==> config.mk <==
export PLATFORM = sky130hd
export DESIGN_NAME = regfile_wb_arbiter
export DESIGN_NICKNAME = d
export VERILOG_FILES = /design/src/rtl/rv_wb_pkg.sv /design/src/rtl/rr_arbiter2.sv /design/src/rtl/regfile_wb_arbiter.sv
export SDC_FILE = /design/constraint.sdc
export NUM_CORES = 1
export LEC_CHECK = 0
export CORE_ASPECT_RATIO = 0.75
export CORE_MARGIN = 2
export CORE_UTILIZATION = 42
export CTS_BUF_LIST = sky130_fd_sc_hd__clkbuf_4 sky130_fd_sc_hd__clkbuf_8 sky130_fd_sc_hd__clkbuf_16
export CTS_CLUSTER_DIAMETER = 200
export DETAILED_ROUTE_END_ITERATION = 10
export PLACE_DENSITY = 0.87
export SYNTH_ARGS = -nofsm -noshare
export SYNTH_HDL_FRONTEND = slang
export SYNTH_SLANG_ARGS = --single-unit
==> constraint.sdc <==
create_clock -name clk -period 9.4 [get_ports clk]
set_clock_uncertainty 0.2 [all_clocks]
set_input_delay 1.88 -clock clk [delete_from_list [all_inputs] [get_ports clk]]
set_output_delay 1.88 -clock clk [all_outputs]
set_load 0.005 [all_outputs]
==> src/rtl/rv_wb_pkg.sv <==
// Shared types and defaults for the register-file writeback arbiter.
package rv_wb_pkg;

    localparam int WB_DATA_W      = 64;
    localparam int WB_ADDR_W      = 5;
    localparam int CONFLICT_CNT_W = 16;

    typedef enum logic {
        WB_SRC_ALU = 1'b0,
        WB_SRC_MEM = 1'b1
    } wb_src_e;

    // Increment that sticks at all-ones instead of wrapping.
    function automatic logic [CONFLICT_CNT_W-1:0] sat_inc(input logic [CONFLICT_CNT_W-1:0] v);
        return (&v) ? v : v + 1'b1;
    endfunction

endpackage

==> src/rtl/rr_arbiter2.sv <==
// Two-input round-robin arbiter; the pointer moves to the loser only on a contested grant.
import rv_wb_pkg::*;

module rr_arbiter2 (
    input  logic       clk,
    input  logic       reset,
    input  logic [1:0] req,
    input  logic       en,
    output logic [1:0] gnt
);

    wb_src_e rr;

    // NOTE: combinational outputs get a default first so no path leaves them unassigned (no latch).
    always_comb begin
        gnt = 2'b00;
        if (en) begin
            case (req)
                2'b01:   gnt = 2'b01;
                2'b10:   gnt = 2'b10;
                2'b11:   gnt = (rr == WB_SRC_MEM) ? 2'b10 : 2'b01;
                default: gnt = 2'b00;
            endcase
        end
    end

    // NOTE: state is updated with non-blocking assignments so every flop samples pre-edge values.
    always_ff @(posedge clk or posedge reset) begin
        if (reset)
            rr <= WB_SRC_ALU;
        else if (en && req == 2'b11)
            rr <= (rr == WB_SRC_ALU) ? WB_SRC_MEM : WB_SRC_ALU;
    end

endmodule

==> src/rtl/regfile_wb_arbiter.sv <==
// Shares the register-file write port between ALU and load writeback through a one-entry pending register.
// Optional macro RV_WB_X0_FILTER_EN: accepted writes to x0 complete the handshake but issue no write.
import rv_wb_pkg::*;

module regfile_wb_arbiter #(
    parameter int DATA_W = WB_DATA_W,
    parameter int ADDR_W = WB_ADDR_W
) (
    input  logic                      clk,
    input  logic                      reset,
    input  logic                      a_valid,
    output logic                      a_ready,
    input  logic [ADDR_W-1:0]         a_rd,
    input  logic [DATA_W-1:0]         a_data,
    input  logic                      m_valid,
    output logic                      m_ready,
    input  logic [ADDR_W-1:0]         m_rd,
    input  logic [DATA_W-1:0]         m_data,
    input  logic                      wb_stall,
    output logic                      RegWrite,
    output logic [ADDR_W-1:0]         rd,
    output logic [DATA_W-1:0]         writeData,
    output logic [CONFLICT_CNT_W-1:0] conflict_count
);

    logic              pend_valid;
    logic [ADDR_W-1:0] pend_rd;
    logic [DATA_W-1:0] pend_data;

    logic              can_accept;
    logic [1:0]        gnt;
    logic              grant;
    wb_src_e           sel;
    logic [ADDR_W-1:0] sel_rd;
    logic [DATA_W-1:0] sel_data;
    logic              x0_drop;

    assign can_accept = !pend_valid || !wb_stall;

    // Reset gates the enable so neither source sees ready while reset is held.
    rr_arbiter2 u_arb (
        .clk   (clk),
        .reset (reset),
        .req   ({m_valid, a_valid}),
        .en    (can_accept && !reset),
        .gnt   (gnt)
    );

    assign a_ready  = gnt[0];
    assign m_ready  = gnt[1];
    assign grant    = |gnt;
    assign sel      = gnt[1] ? WB_SRC_MEM : WB_SRC_ALU;
    assign sel_rd   = (sel == WB_SRC_MEM) ? m_rd   : a_rd;
    assign sel_data = (sel == WB_SRC_MEM) ? m_data : a_data;

`ifdef RV_WB_X0_FILTER_EN
    assign x0_drop = (sel_rd == '0);
`else
    assign x0_drop = 1'b0;
`endif

    always_ff @(posedge clk or posedge reset) begin
        if (reset) begin
            pend_valid <= 1'b0;
            pend_rd    <= '0;
            pend_data  <= '0;
        end else if (grant) begin
            pend_valid <= !x0_drop;
            pend_rd    <= sel_rd;
            pend_data  <= sel_data;
        end else if (can_accept) begin
            pend_valid <= 1'b0;
        end
    end

    always_ff @(posedge clk or posedge reset) begin
        if (reset)
            conflict_count <= '0;
        else if (a_valid && m_valid && can_accept)
            conflict_count <= sat_inc(conflict_count);
    end

    assign RegWrite  = pend_valid && !wb_stall;
    assign rd        = pend_rd;
    assign writeData = pend_data;

endmodule

==> results.yml <==
die:
  dieArea_sq_um: 10500
  start_util_pct: 42.8
  die_h_um: 89.4
  die_w_um: 118
  coreArea_sq_um: 9540
  rows: 31
  io_pins: 231
yosys:
  netlist.area_leader.share_pct: 53.3
  ys_seq_area_share_pct: 53.3
  synth_cell_types: 33
  yosys.area.top_type: "dfrtp_1"
  syn_nets: 529
  synthTopCellsByArea: "dfrtp_1 (53%), mux2i_1 (17%), a21oi_1 (8.8%)"
  syn_inst: 385
  syn_avg_cell_area_sq_um: 10.6
  syn-cell-area_sq_um: 4080
  yosysWarnings: 0
  synth_seq_cells: 87
routing:
  drt_pre_antenna_iters: 4
  drc_errors: 0
  avgRoutedWirePerCell_um: 16.5
  antenna_left: 0
  routed_wl_um: 12200
  avgViaCountPerCell: 5.04
  drtIter0Drc: 204
  num_vias: 3742
timing:
  slew_headroom_pct: 46.7
  fin_setup_tns_ps: 0
  rsz0062_at_grt: "false"
  finalCritPeriodShare_pct: 65.8
  period_needed_ps: 6180
  fmax_ghz: 0.162
  worstMarginPinSlew_ps: 799
  hold_viol: 0
  maxSlewViolCount: 0
  setup_viol: 0
clock_tree:
  cts_root_buffer: "clkbuf_16"
  cts.sinks: 87
  cts_hold_buffers: 0
  clk_pin_slew_worst_paths_ps: 60
  cts.path.max_buffers: 2
  cts.htree.levels: 3
  cts_resized: 0
  postCtsSetupBuffers: 0
  cts_made_buffers: 9
  clock_latency_ps: 330
  cts_tree: "built"
hold_path:
  holdCritPathClass: "register to register"
critical_path:
  crit_type: "primary input to output pin"
  path_max_fanout: 55
  endpoint_kind: "output pin"
  crit_arrival_ps: 4100
  required_ps: 7320
  cp-start-kind: "primary input"
grt:
  grt_overflow: 0
  antenna_found_initial: 0
  grt_pass1_vias: 3865
  grt_max_degree: 87
  grt_use_total_pct: 23.0
  grt_pass1_wl_um: 19100
final_layout:
  layout_common_cells: "clkdlybuf4s50_1 (230), dfrtp_1 (87), a21oi_1 (72)"
  layout_commonest_cell: "clkdlybuf4s50_1"
  nNetsFinal: 750
  diodes: 0
  final_layout_size_suffix_gt1_share_pct: 5.41
  area_growth_pct: 67.9
power:
  p_total_mw: 1.63
  leakagePower_nw: 3.17
  powerDensity_nw_per_um2: 238
  peakVddDrop_uv: 149
place:
  portBuffers: 230
  dpl.hpwl_um: 9150
  gp_congestion: 0.821
job:
  cap_viol_max_count: 0
outcome:
  status: "finished, final reports clean"
[per-layer routing]
metal | up-vias | global-route usage, % | part of all wire [%] | wire length, um
met3 | 20 | 8.61 | 7.9 | 968
met5 | - | 0 | 0 | 0
li1 | 1779 | - | - | -
met2 | 160 | 41.1 | 51 | 6210
met1 | 1783 | 26.4 | 40 | 4860
met4 | 0 | 6.90 | 1.5 | 180
[critical path, stage by stage]
cell,delay [ps]
clkdlybuf4s50_1,440
a21oi_1,460
nand3_4,590
inv_1,190
clkdlybuf4s50_1,530
[final cells by class]
class                      instances  area, sq um
clock inverter                     3         90.1
fill                             727         2690
clock buffer                      12          260
inverter                           3         12.5
timing repair buffer             233         2320
sequential                        87         2180
tap                              132          165
multi-input combinational        272         1820
[synthesized netlist by cell type]
cell type	n
a21oi_1	72
and2_1	1
and3_1	1
and4_1	1
buf_1	1
buf_2	7
clkbuf_1	15
dfrtp_1	87
ha_1	1
inv_1	3
mux2_4	1
mux2i_1	69
nand2_1	7
nand2b_1	2
nand3_1	9
nand3_4	1
nand4_1	3
nand4_2	2
nor2_1	69
nor2_2	1
nor2b_1	1
nor3_1	5
nor3b_1	1
nor4_1	1
nor4_2	2
nor4_4	1
nor4b_1	1
nor4b_2	2
or2_2	1
or3b_1	1
or4_4	1
xnor2_1	4
xor2_1	11
[report_power, final]
group / leakage (nW) / total, mW / internal, mW / switching [mW]
combinational: 2.00 / 0.614 / 0.394 / 0.220
sequential: 1.00 / 0.603 / 0.512 / 0.0903
clock: 0.172 / 0.411 / 0.276 / 0.136
total: 3.17 / 1.63 / 1.18 / 0.446
[state kept, by name, summed over array words and instances (netlist names)]
name            cells
writeData          64
conflict_count     16
rd                  5
pend_valid          1
u_arb.rr            1
[metrics by stage]
step	utilization (%)	worst slack (ps)	hold slack (ps)	cells	area, sq um
5_1_grt	71.8	3090	346	742	6850
2_1_floorplan	-	4590	258	385	4080
3_5_place_dp	68.1	3210	296	727	6500
3_3_place_gp	68.1	3290	283	727	6500
6_report	71.8	3220	316	742	6850
4_1_cts	71.8	3210	309	742	6850
[cells by family (layout without fill, tap and decap cells)]
family	after synthesis	count (layout)	share of synthesized area, %
xor+xnor	15	15	3.22
fa+ha+maj	1	1	0.307
buf+inv	26	251	2.61
mux	70	70	17.3
compound gates	72	72	8.83
flops	87	87	53.3
simple gates	114	114	14.4
[path summary, 6_finish.rpt]
| path | endpoint | from | slack [ps] | depth (start not counted) |
|---|---|---|---|---|
| worst max register to register | writeData[63] | pend_valid | 6670 | 5 |
| min in group asynchronous | pend_valid | reset | 1830 | 2 |
| worst min register to register | u_arb.rr | u_arb.rr | 320 | 1 |
| max in group asynchronous | writeData[57] | reset | 6130 | 3 |
| worst max-delay path | m_ready | wb_stall | 3220 | 5 |
| worst min-delay path | u_arb.rr | u_arb.rr | 320 | 1 |
No activity file was read; power rests on OpenSTA's default activity.
